$ cat src/rtl/fifo_arb_pkg.sv
// Shared state encoding, default sizing and width helpers for the FIFO
// read-port arbiter and its round-robin picker.
package fifo_arb_pkg;

  typedef enum logic [1:0] {
    IDLE  = 2'd0,
    BURST = 2'd1,
    FLUSH = 2'd2
  } arb_state_e;

  localparam int NUM_REQ_DEF   = 4;
  localparam int DATA_W_DEF    = 8;
  localparam int BURST_LEN_DEF = 4;
  localparam int TIMEOUT_DEF   = 16;

  // Index width for n items; never narrower than one bit.
  function automatic int idxWidth(input int n);
    return (n > 1) ? $clog2(n) : 1;
  endfunction

  // Width of a counter that must hold every value 0..maxVal.
  function automatic int cntWidth(input int maxVal);
    return (maxVal > 0) ? $clog2(maxVal + 1) : 1;
  endfunction

  localparam int ID_W_DEF    = idxWidth(NUM_REQ_DEF);
  localparam int BEAT_W_DEF  = cntWidth(BURST_LEN_DEF);
  localparam int STALL_W_DEF = cntWidth(TIMEOUT_DEF);

endpackage

$ cat src/rtl/rr_priority_picker.sv
// Combinational round-robin picker: first set request searching upward
// from lastOwner_i+1 with wrap-around.
module rr_priority_picker
  import fifo_arb_pkg::*;
#(
  parameter int  NUM_REQ = NUM_REQ_DEF,
  localparam int ID_W    = idxWidth(NUM_REQ)
) (
  input  logic [NUM_REQ-1:0] req_i,
  input  logic [ID_W-1:0]    lastOwner_i,
  output logic [ID_W-1:0]    winner_o,
  output logic               valid_o
);

  logic [ID_W-1:0] candIdx;

  // Walk from the farthest candidate to the nearest so the nearest set bit wins.
  always_comb begin
    winner_o = '0;
    valid_o  = 1'b0;
    candIdx  = '0;
    for (int i = NUM_REQ; i >= 1; i--) begin
      candIdx = ID_W'((int'(lastOwner_i) + i) % NUM_REQ);
      if (req_i[candIdx]) begin
        winner_o = candIdx;
        valid_o  = 1'b1;
      end
    end
  end

endmodule

$ cat src/rtl/fifo_rd_arbiter.sv
// Read-side FIFO scheduler: grants the read port to one consumer at a time
// in fixed bursts, round-robin, with an empty-stall timeout.
module fifo_rd_arbiter
  import fifo_arb_pkg::*;
#(
  parameter int  NUM_REQ   = NUM_REQ_DEF,
  parameter int  DATA_W    = DATA_W_DEF,
  parameter int  BURST_LEN = BURST_LEN_DEF,
  parameter int  TIMEOUT   = TIMEOUT_DEF,
  localparam int ID_W      = idxWidth(NUM_REQ)
) (
  input  logic               rclk,
  input  logic               rrst_n,
  input  logic [NUM_REQ-1:0] req,
  input  logic               out_ready,
  input  logic               fifo_empty,
  input  logic [DATA_W-1:0]  fifo_rd_data,
  output logic               fifo_rd_en,
  output logic [NUM_REQ-1:0] gnt,
  output logic               out_valid,
  output logic [DATA_W-1:0]  out_data,
  output logic [ID_W-1:0]    out_id,
  output logic               out_last,
  output logic               burst_done,
  output logic               burst_abort
);

  localparam int BEAT_W  = cntWidth(BURST_LEN);
  localparam int STALL_W = cntWidth(TIMEOUT);

  localparam logic [BEAT_W-1:0]  BEAT_END  = BEAT_W'(BURST_LEN);
  localparam logic [BEAT_W-1:0]  BEAT_LAST = BEAT_W'(BURST_LEN - 1);
  localparam logic [STALL_W-1:0] STALL_HIT = STALL_W'(TIMEOUT - 1);
  localparam logic [STALL_W-1:0] STALL_MAX = STALL_W'(TIMEOUT);
  localparam logic [ID_W-1:0]    LAST_REQ  = ID_W'(NUM_REQ - 1);
  localparam logic [NUM_REQ-1:0] ONE_HOT0  = {{(NUM_REQ-1){1'b0}}, 1'b1};

  arb_state_e         state_q;
  logic [NUM_REQ-1:0] gnt_q;
  logic [ID_W-1:0]    owner_q;
  logic [ID_W-1:0]    lastOwner_q;
  logic [BEAT_W-1:0]  beatCnt_q;
  logic [STALL_W-1:0] stallCnt_q;
  logic [STALL_W-1:0] stallCnt_d;
  logic               outValid_q;
  logic [ID_W-1:0]    outId_q;
  logic               outLast_q;
  logic               burstDone_q;
  logic               burstAbort_q;
  logic [DATA_W-1:0]  dataHold_q;

  logic               rdEn;
  logic               ownerReq;
  logic               lastBeat;
  logic               stallHit;
  logic [ID_W-1:0]    pickWinner;
  logic               pickValid;

  rr_priority_picker #(
    .NUM_REQ (NUM_REQ)
  ) u_picker (
    .req_i       (req),
    .lastOwner_i (lastOwner_q),
    .winner_o    (pickWinner),
    .valid_o     (pickValid)
  );

  always_comb begin
    ownerReq   = req[owner_q];
    lastBeat   = (beatCnt_q == BEAT_LAST);
    stallHit   = (stallCnt_q == STALL_HIT);
    stallCnt_d = (stallCnt_q == STALL_MAX) ? stallCnt_q : stallCnt_q + STALL_W'(1);
    rdEn       = (state_q == BURST) && !fifo_empty && out_ready && ownerReq
                 && (beatCnt_q < BEAT_END);
  end

  // Burst FSM plus the return path; a read issued in the last BURST cycle
  // surfaces on out_valid during FLUSH.
  always_ff @(posedge rclk or negedge rrst_n) begin
    if (!rrst_n) begin
      state_q      <= IDLE;
      gnt_q        <= '0;
      owner_q      <= '0;
      lastOwner_q  <= LAST_REQ;
      beatCnt_q    <= '0;
      stallCnt_q   <= '0;
      outValid_q   <= 1'b0;
      outId_q      <= '0;
      outLast_q    <= 1'b0;
      burstDone_q  <= 1'b0;
      burstAbort_q <= 1'b0;
      dataHold_q   <= '0;
    end else begin
      burstDone_q  <= 1'b0;
      burstAbort_q <= 1'b0;
      outValid_q   <= rdEn;
      outLast_q    <= rdEn && lastBeat;
      if (rdEn) begin
        outId_q <= owner_q;
      end
      if (outValid_q) begin
        dataHold_q <= fifo_rd_data;
      end

      case (state_q)
        IDLE: begin
          if (pickValid) begin
            gnt_q      <= ONE_HOT0 << pickWinner;
            owner_q    <= pickWinner;
            beatCnt_q  <= '0;
            stallCnt_q <= '0;
            state_q    <= BURST;
          end
        end
        BURST: begin
          if (rdEn) begin
            beatCnt_q  <= beatCnt_q + BEAT_W'(1);
            stallCnt_q <= '0;
            if (lastBeat) begin
              burstDone_q <= 1'b1;
              state_q     <= FLUSH;
            end
          end else begin
            stallCnt_q <= stallCnt_d;
            if (!ownerReq || stallHit) begin
              burstDone_q  <= 1'b1;
              burstAbort_q <= 1'b1;
              state_q      <= FLUSH;
            end
          end
        end
        FLUSH: begin
          gnt_q       <= '0;
          lastOwner_q <= owner_q;
          state_q     <= IDLE;
        end
        default: begin
          state_q <= IDLE;
        end
      endcase
    end
  end

  // FIFO data lands one cycle after the read, the same cycle out_valid rises,
  // so the live bus is forwarded then and the held copy is shown afterwards.
  assign out_data    = outValid_q ? fifo_rd_data : dataHold_q;
  assign fifo_rd_en  = rdEn;
  assign gnt         = gnt_q;
  assign out_valid   = outValid_q;
  assign out_id      = outId_q;
  assign out_last    = outLast_q;
  assign burst_done  = burstDone_q;
  assign burst_abort = burstAbort_q;

endmodule

$ cat config.mk
export PLATFORM = sky130hd
export DESIGN_NAME = fifo_rd_arbiter
export DESIGN_NICKNAME = d
export VERILOG_FILES = /design/src/rtl/fifo_arb_pkg.sv /design/src/rtl/rr_priority_picker.sv /design/src/rtl/fifo_rd_arbiter.sv
export SDC_FILE = /design/constraint.sdc
export NUM_CORES = 1
export LEC_CHECK = 0
export CORE_ASPECT_RATIO = 1.25
export CORE_MARGIN = 2
export CORE_UTILIZATION = 44
export DETAILED_ROUTE_END_ITERATION = 8
export GPL_TIMING_DRIVEN = 0
export PLACE_DENSITY = 0.84
export SLEW_MARGIN = 20
export SYNTH_ARGS = -nofsm -noshare
export SYNTH_HDL_FRONTEND = slang
export SYNTH_SLANG_ARGS = --single-unit
$ cat constraint.sdc
create_clock -name rclk -period 1.6 [get_ports rclk]
set_input_delay 0.24 -clock rclk [delete_from_list [all_inputs] [get_ports rclk]]
set_output_delay 0.24 -clock rclk [all_outputs]
set_load 0.02 [all_outputs]
* After elaboration in Yosys (flattened, before gate mapping)
Cells that the tools add are included.
Word-level totals: register bits after elaboration 32, bits of input ports 16, output and inout port bits 19
Cells by class: add/subtract/negate cells 6, $lt $le $gt $ge 6, equality and inequality tests 10, shift-type cells 1, multiplexer cells 39, reductions and logical operators 16
Operators with widths (count):
- 2-to-1 mux 2 bit | 8
- < comparator 2 x 3 -> 1 bit (second input constant) | 5
- 2-to-1 mux 1 bit | 15
- 2-to-1 mux 5 bit | 3
- binary-select mux 1 bit (select 2 bit) | 5
- one-hot mux 5 bit (2 select lines) | 1
- AND reduction 3 bit | 3
- 2-to-1 mux 8 bit | 1
- one-hot mux 4 bit (2 select lines) | 1
- 2-to-1 mux 3 bit | 2
- inequality test 3 bit (second input constant) | 2
- one-hot mux 3 bit (2 select lines) | 1
- adder 5 x 1 -> 5 bit (second input constant) | 1
- == test 5 x 4 -> 1 bit (second input constant) | 1
- == test 5 bit (second input constant) | 1
- logical AND 1 bit | 5
- adder 2 x 1 -> 2 bit (second input constant) | 2
- adder 2 bit (second input constant) | 2
- 2-to-1 mux 4 bit | 1
- inequality test 2 bit (second input constant) | 2
- one-hot mux 2 bit (2 select lines) | 1
- AND reduction 2 bit | 2
- nonzero test 2 bit | 2
- << shifter 1 x 2 -> 4 bit (first input constant) | 1
- other kinds (9) | 10

* Longest topological paths before layout
depth after elaboration 10, mapped depth 7, mapped depth without buffers 7

* Hierarchy
From an unflattened synthesis, not the netlist that was laid out.
Unflattened totals: cell total of the unflattened synthesis 125, area total of the unflattened synthesis 1475.2 µm²
By module, submodules not included:
- fifo_rd_arbiter | times used 1, cells each 111, area an instance 1383.8 µm², sequential area each 803.3 µm²
- rr_priority_picker | times used 1, cells each 14, area an instance 91.3 µm², sequential area each 0.0 µm²

* Worst setup path before layout
OpenSTA, ideal clock, no wires.
kind register to register, from reg stallCnt_q[0], to reg stallCnt_q[3], setup time 123 ps, arrival 1460 ps, setup slack 17 ps, cell stages (with the launch flop) 7, path buffers 0, period minus slack after synthesis 1583 ps, path through dfrtp_1 > inv_1 > ha_1 > or4bb_1 > o211ai_4 > or3_1 > a21oi_1
On the way: cells in the longest elaborated chain, start to end 4, elaborated cells between the ends (all ways) 7, those cells by class add/sub (1); eq/ne (2); mux (3); reduce/logical (1)
Ends and longest elaborated chain:
- start: declaration | line fifo_rd_arbiter.sv:43 | logic [STALL_W-1:0] stallCnt_q;
- start signal: assignment | line fifo_rd_arbiter.sv:124 | stallCnt_q <= stallCnt_d;
- adder 5 x 1 -> 5 bit | line fifo_rd_arbiter.sv:72 | stallCnt_d = (stallCnt_q == STALL_MAX) ? stallCnt_q : stallCnt_q + STALL_W'(1);
- 2-to-1 mux 5 bit | line fifo_rd_arbiter.sv:72
- 2-to-1 mux 5 bit | line fifo_rd_arbiter.sv:116 | if (rdEn) begin
- one-hot mux 5 bit (2 select lines) | line fifo_rd_arbiter.sv:105 | case (state_q)
Several ways; a longest one is shown, not always the timed one. The select of a mux whose other input is x is not followed. A chain may end at the register's enable or synchronous reset.

* Worst setup path after layout
from reg owner_q[0], to out fifo_rd_en
On the way: cells in the longest elaborated chain, start to end 4
Ends and longest elaborated chain:
- start: declaration | line fifo_rd_arbiter.sv:40 | logic [ID_W-1:0] owner_q;
- start signal: assignment | line fifo_rd_arbiter.sv:109 | owner_q <= pickWinner;
- binary-select mux 1 bit (select 2 bit) | line fifo_rd_arbiter.sv:69 | ownerReq = req[owner_q];
- 2-to-1 mux 1 bit (implied by the code) | line fifo_rd_arbiter.sv:69
- logical AND 1 bit | line fifo_rd_arbiter.sv:73 | rdEn = (state_q == BURST) && !fifo_empty && out_ready && ownerReq
- logical AND 1 bit | line fifo_rd_arbiter.sv:74 | && (beatCnt_q < BEAT_END);
- end: declaration | line fifo_rd_arbiter.sv:18 | output logic fifo_rd_en,
No other way between the ends. The select of a mux whose other input is x is not followed.

==> flow_summary.toml <==
[worst_setup_path]
arrival_ns = 1.51
crit_path_end_kind = "output port"
worstPathRequired_ns = 1.36
reg2reg_to = "stallCnt_q[2]"
crit_path_start_kind = "register"
r2r-start = "stallCnt_q[0]"
crit_fanout = 2
crit_type = "register to output port"
rrSetupSlack_ns = -0.08
r2r_cells = 6

[run_status]
outcome = "complete, but fails checks"
violations = "negative hold slack, negative setup slack"

[synthesis]
seq_area_frac_synth_pct = 53.7
synthSimpleGateAreaFrac_pct = 16.3
ys.warnings.count = 0
synth.cell_area_um2 = 1500
synthTopCellsByArea = "dfrtp_1, mux2_2, ha_1"
synth_ff_type = "dfrtp_1"
synth_most_common_cell = "dfrtp_1"
synthAdderAreaFrac_pct = 4.18
async_flop_share_pct = 100
synth_compound_area_share_pct = 12.5
synth_mux_area_share_pct = 9.95
yosys.area.top_type_share_pct = 50.2
yosys.area_share.xor_xnor_pct = 0
synth_edf_count = 0
synth_top_family_by_area = "simple AND/OR/NAND/NOR gates"
avgSynthCellArea_um2 = 11.3
synth_common_cells = "dfrtp_1, nand2_1, mux2_2"
netlist_instances = 133
synth_top_area_cell = "dfrtp_1"
synth_nets = 154
ys_types = 39
ys_seq_elements = 32

[die]
fp.dieH_um = 69.2
die_area_um2 = 3890
die-width_um = 56.2
coreArea_um2 = 3220
num_rows = 23
ios = 35
initial_core_util_pct = 46.4

[global_route]
grt_pass1_wl_um = 5830
antenna_found_initial = 0
track_usage_pct = 19.1
grt_max_degree = 33
grt_pass1_vias = 1264
grt.overflow.total = 0

[power]
power_density_nw_per_um2 = 1730
p_leak_nw = 0.936
max-vdd-ir-drop_uv = 1050
p_total_mw = 3.70

[cells_and_area]
nets = 208
nFillCells = 248
final_core_util_pct = 66.1
drive_gt1_share_pct = 36.2
fin_area_um2 = 2130
n_antenna_cell = 0
area_growth_pct = 42.4
fin_cells = 225

[timing]
layout_setup_ws_ns = -0.145
period_share_pct = 109
final.setup.tns_ns = -0.439
max_slew.worst_pin.slew_ns = 0.694
hold_viol_final = 9
clock.fmax_mhz = 573
fin_skew_ns = 0.0143
period_minus_slack_ns = 1.75
fin_hold_ws_ns = -0.00652
rsz0062_at_grt = "true"
max-slew-margin-rel_pct = 53.7
slew_violations = 0
setup_viol_count_final = 6

[placed_design]
io_buffer_count = 34
placed_cells = 204
place.gp.congestion = 0.814
hpwl_um = 2390
pre_cts_ws_ns = -0.826
placed_area_um2 = 1880

[cts]
cts.sinks = 32
cts_root_buf = "clkbuf_8"
clk_pin_slew_ns = 0.07
cts_buffers = 5
htreeDepth = 2
worstSkewPairLatency_ns = 0.29
cts_buffer_depth = 2
cts_tree = "built"
holdBufCountCts = 0

[detailed_routing]
drt_iter0_markers = 40
drt_wl_total_um = 3660
avgViaCountPerCell = 5.47
drt-wirelength-per-cell_um = 16.3
drtAntennaViolNets = 0
drc = 0
vias = 1230
firstDrtPassIters = 4

[hold_path]
hold_class = "input port to asynchronous set/reset pin"

[job]
max_cap_viol_count = 0
## logic make-up (layout without fill, tap and decap cells)
kind of cell / after synthesis / after routing
multiplexers: 12 / 12
AND/OR/NAND/NOR: 44 / 44
flip-flops: 32 / 32
adder cells (fa/ha/maj): 5 / 5
buffers and inverters: 12 / 67
AO/OA/AOI/OAI: 28 / 28
## worst max-delay path, cell delays in order (launching register included)
cell	delay (ns)
dfrtp_1	0.37
mux4_2	0.57
nand3_4	0.12
inv_6	0.04
buf_6	0.12
## registers in the layout, indices dropped and copies added, names as in the netlist
register	flops
beatCnt_q	3
state_q	2
out_last	1
out_id	2
burst_abort	1
dataHold_q	8
out_valid	1
stallCnt_q	5
burst_done	1
owner_q	2
lastOwner_q	2
gnt	4
## where the power goes
part	internal (mW)	switching [mW]	total, mW
registers	1.12	0.185	1.31
clock network	0.305	0.279	0.584
logic	0.855	0.949	1.80
## area by class of cell
type,count,area [µm²],area share [%]
buffer,3,36.3,1.70
clock buffer,7,76.3,3.58
inverter,9,38.8,1.82
multi-input combinational,89,732,34.4
timing repair buffer,47,393,18.4
sequential,32,803,37.7
clock inverter,1,5.00,0.235
tap,37,46.3,2.17
## layer usage
layer	global-route usage [%]	share of wire [%]	up-vias	wire length, µm
li1	-	-	582	-
met1	21.2	37	597	1370
met2	34.0	55	46	2010
met3	5.41	6.2	5	227
met4	7.14	1.5	0	54
met5	0	0	-	0
## worst max path at each step
stage	endpoint	slack, ns	start	cells after the start
finish	fifo_rd_en	-0.15	owner_q[0]	4
global route	fifo_rd_en	-0.19	owner_q[0]	4
CTS	fifo_rd_en	-0.14	owner_q[0]	4
detailed placement	fifo_rd_en	-0.83	req[1]	5
global placement	fifo_rd_en	-0.81	req[1]	5
floorplan	stallCnt_q[3]	0.02	stallCnt_q[0]	6
## layout by cell type (no fill, tap or decap), types with 3 or more instances in the layout
cell type | synthesis | routed
dfrtp_1 | 30 | 30
clkdlybuf4s50_1 | 0 | 20
nand2_1 | 16 | 16
buf_4 | 1 | 12
mux2_2 | 10 | 10
buf_2 | 1 | 9
inv_1 | 8 | 7
clkbuf_8 | 0 | 6
a21oi_1 | 9 | 5
o21ai_0 | 5 | 5
buf_6 | 0 | 4
a21oi_2 | 0 | 4
dlygate4sd2_1 | 0 | 4
or3_4 | 0 | 3
nand3_2 | 1 | 3
o21ai_1 | 3 | 3
nand3_1 | 6 | 3
ha_1 | 5 | 3
## repair_timing
item                                    4_1_cts  5_1_grt
buffers inserted                              6        7
pin swaps                                     4       10
endpoints found under the hold margin         0        0
endpoints found under the setup margin       19        8
cloned                                        0        0
gates resized for setup                      58       14
(Power assumes the default switching activity.)
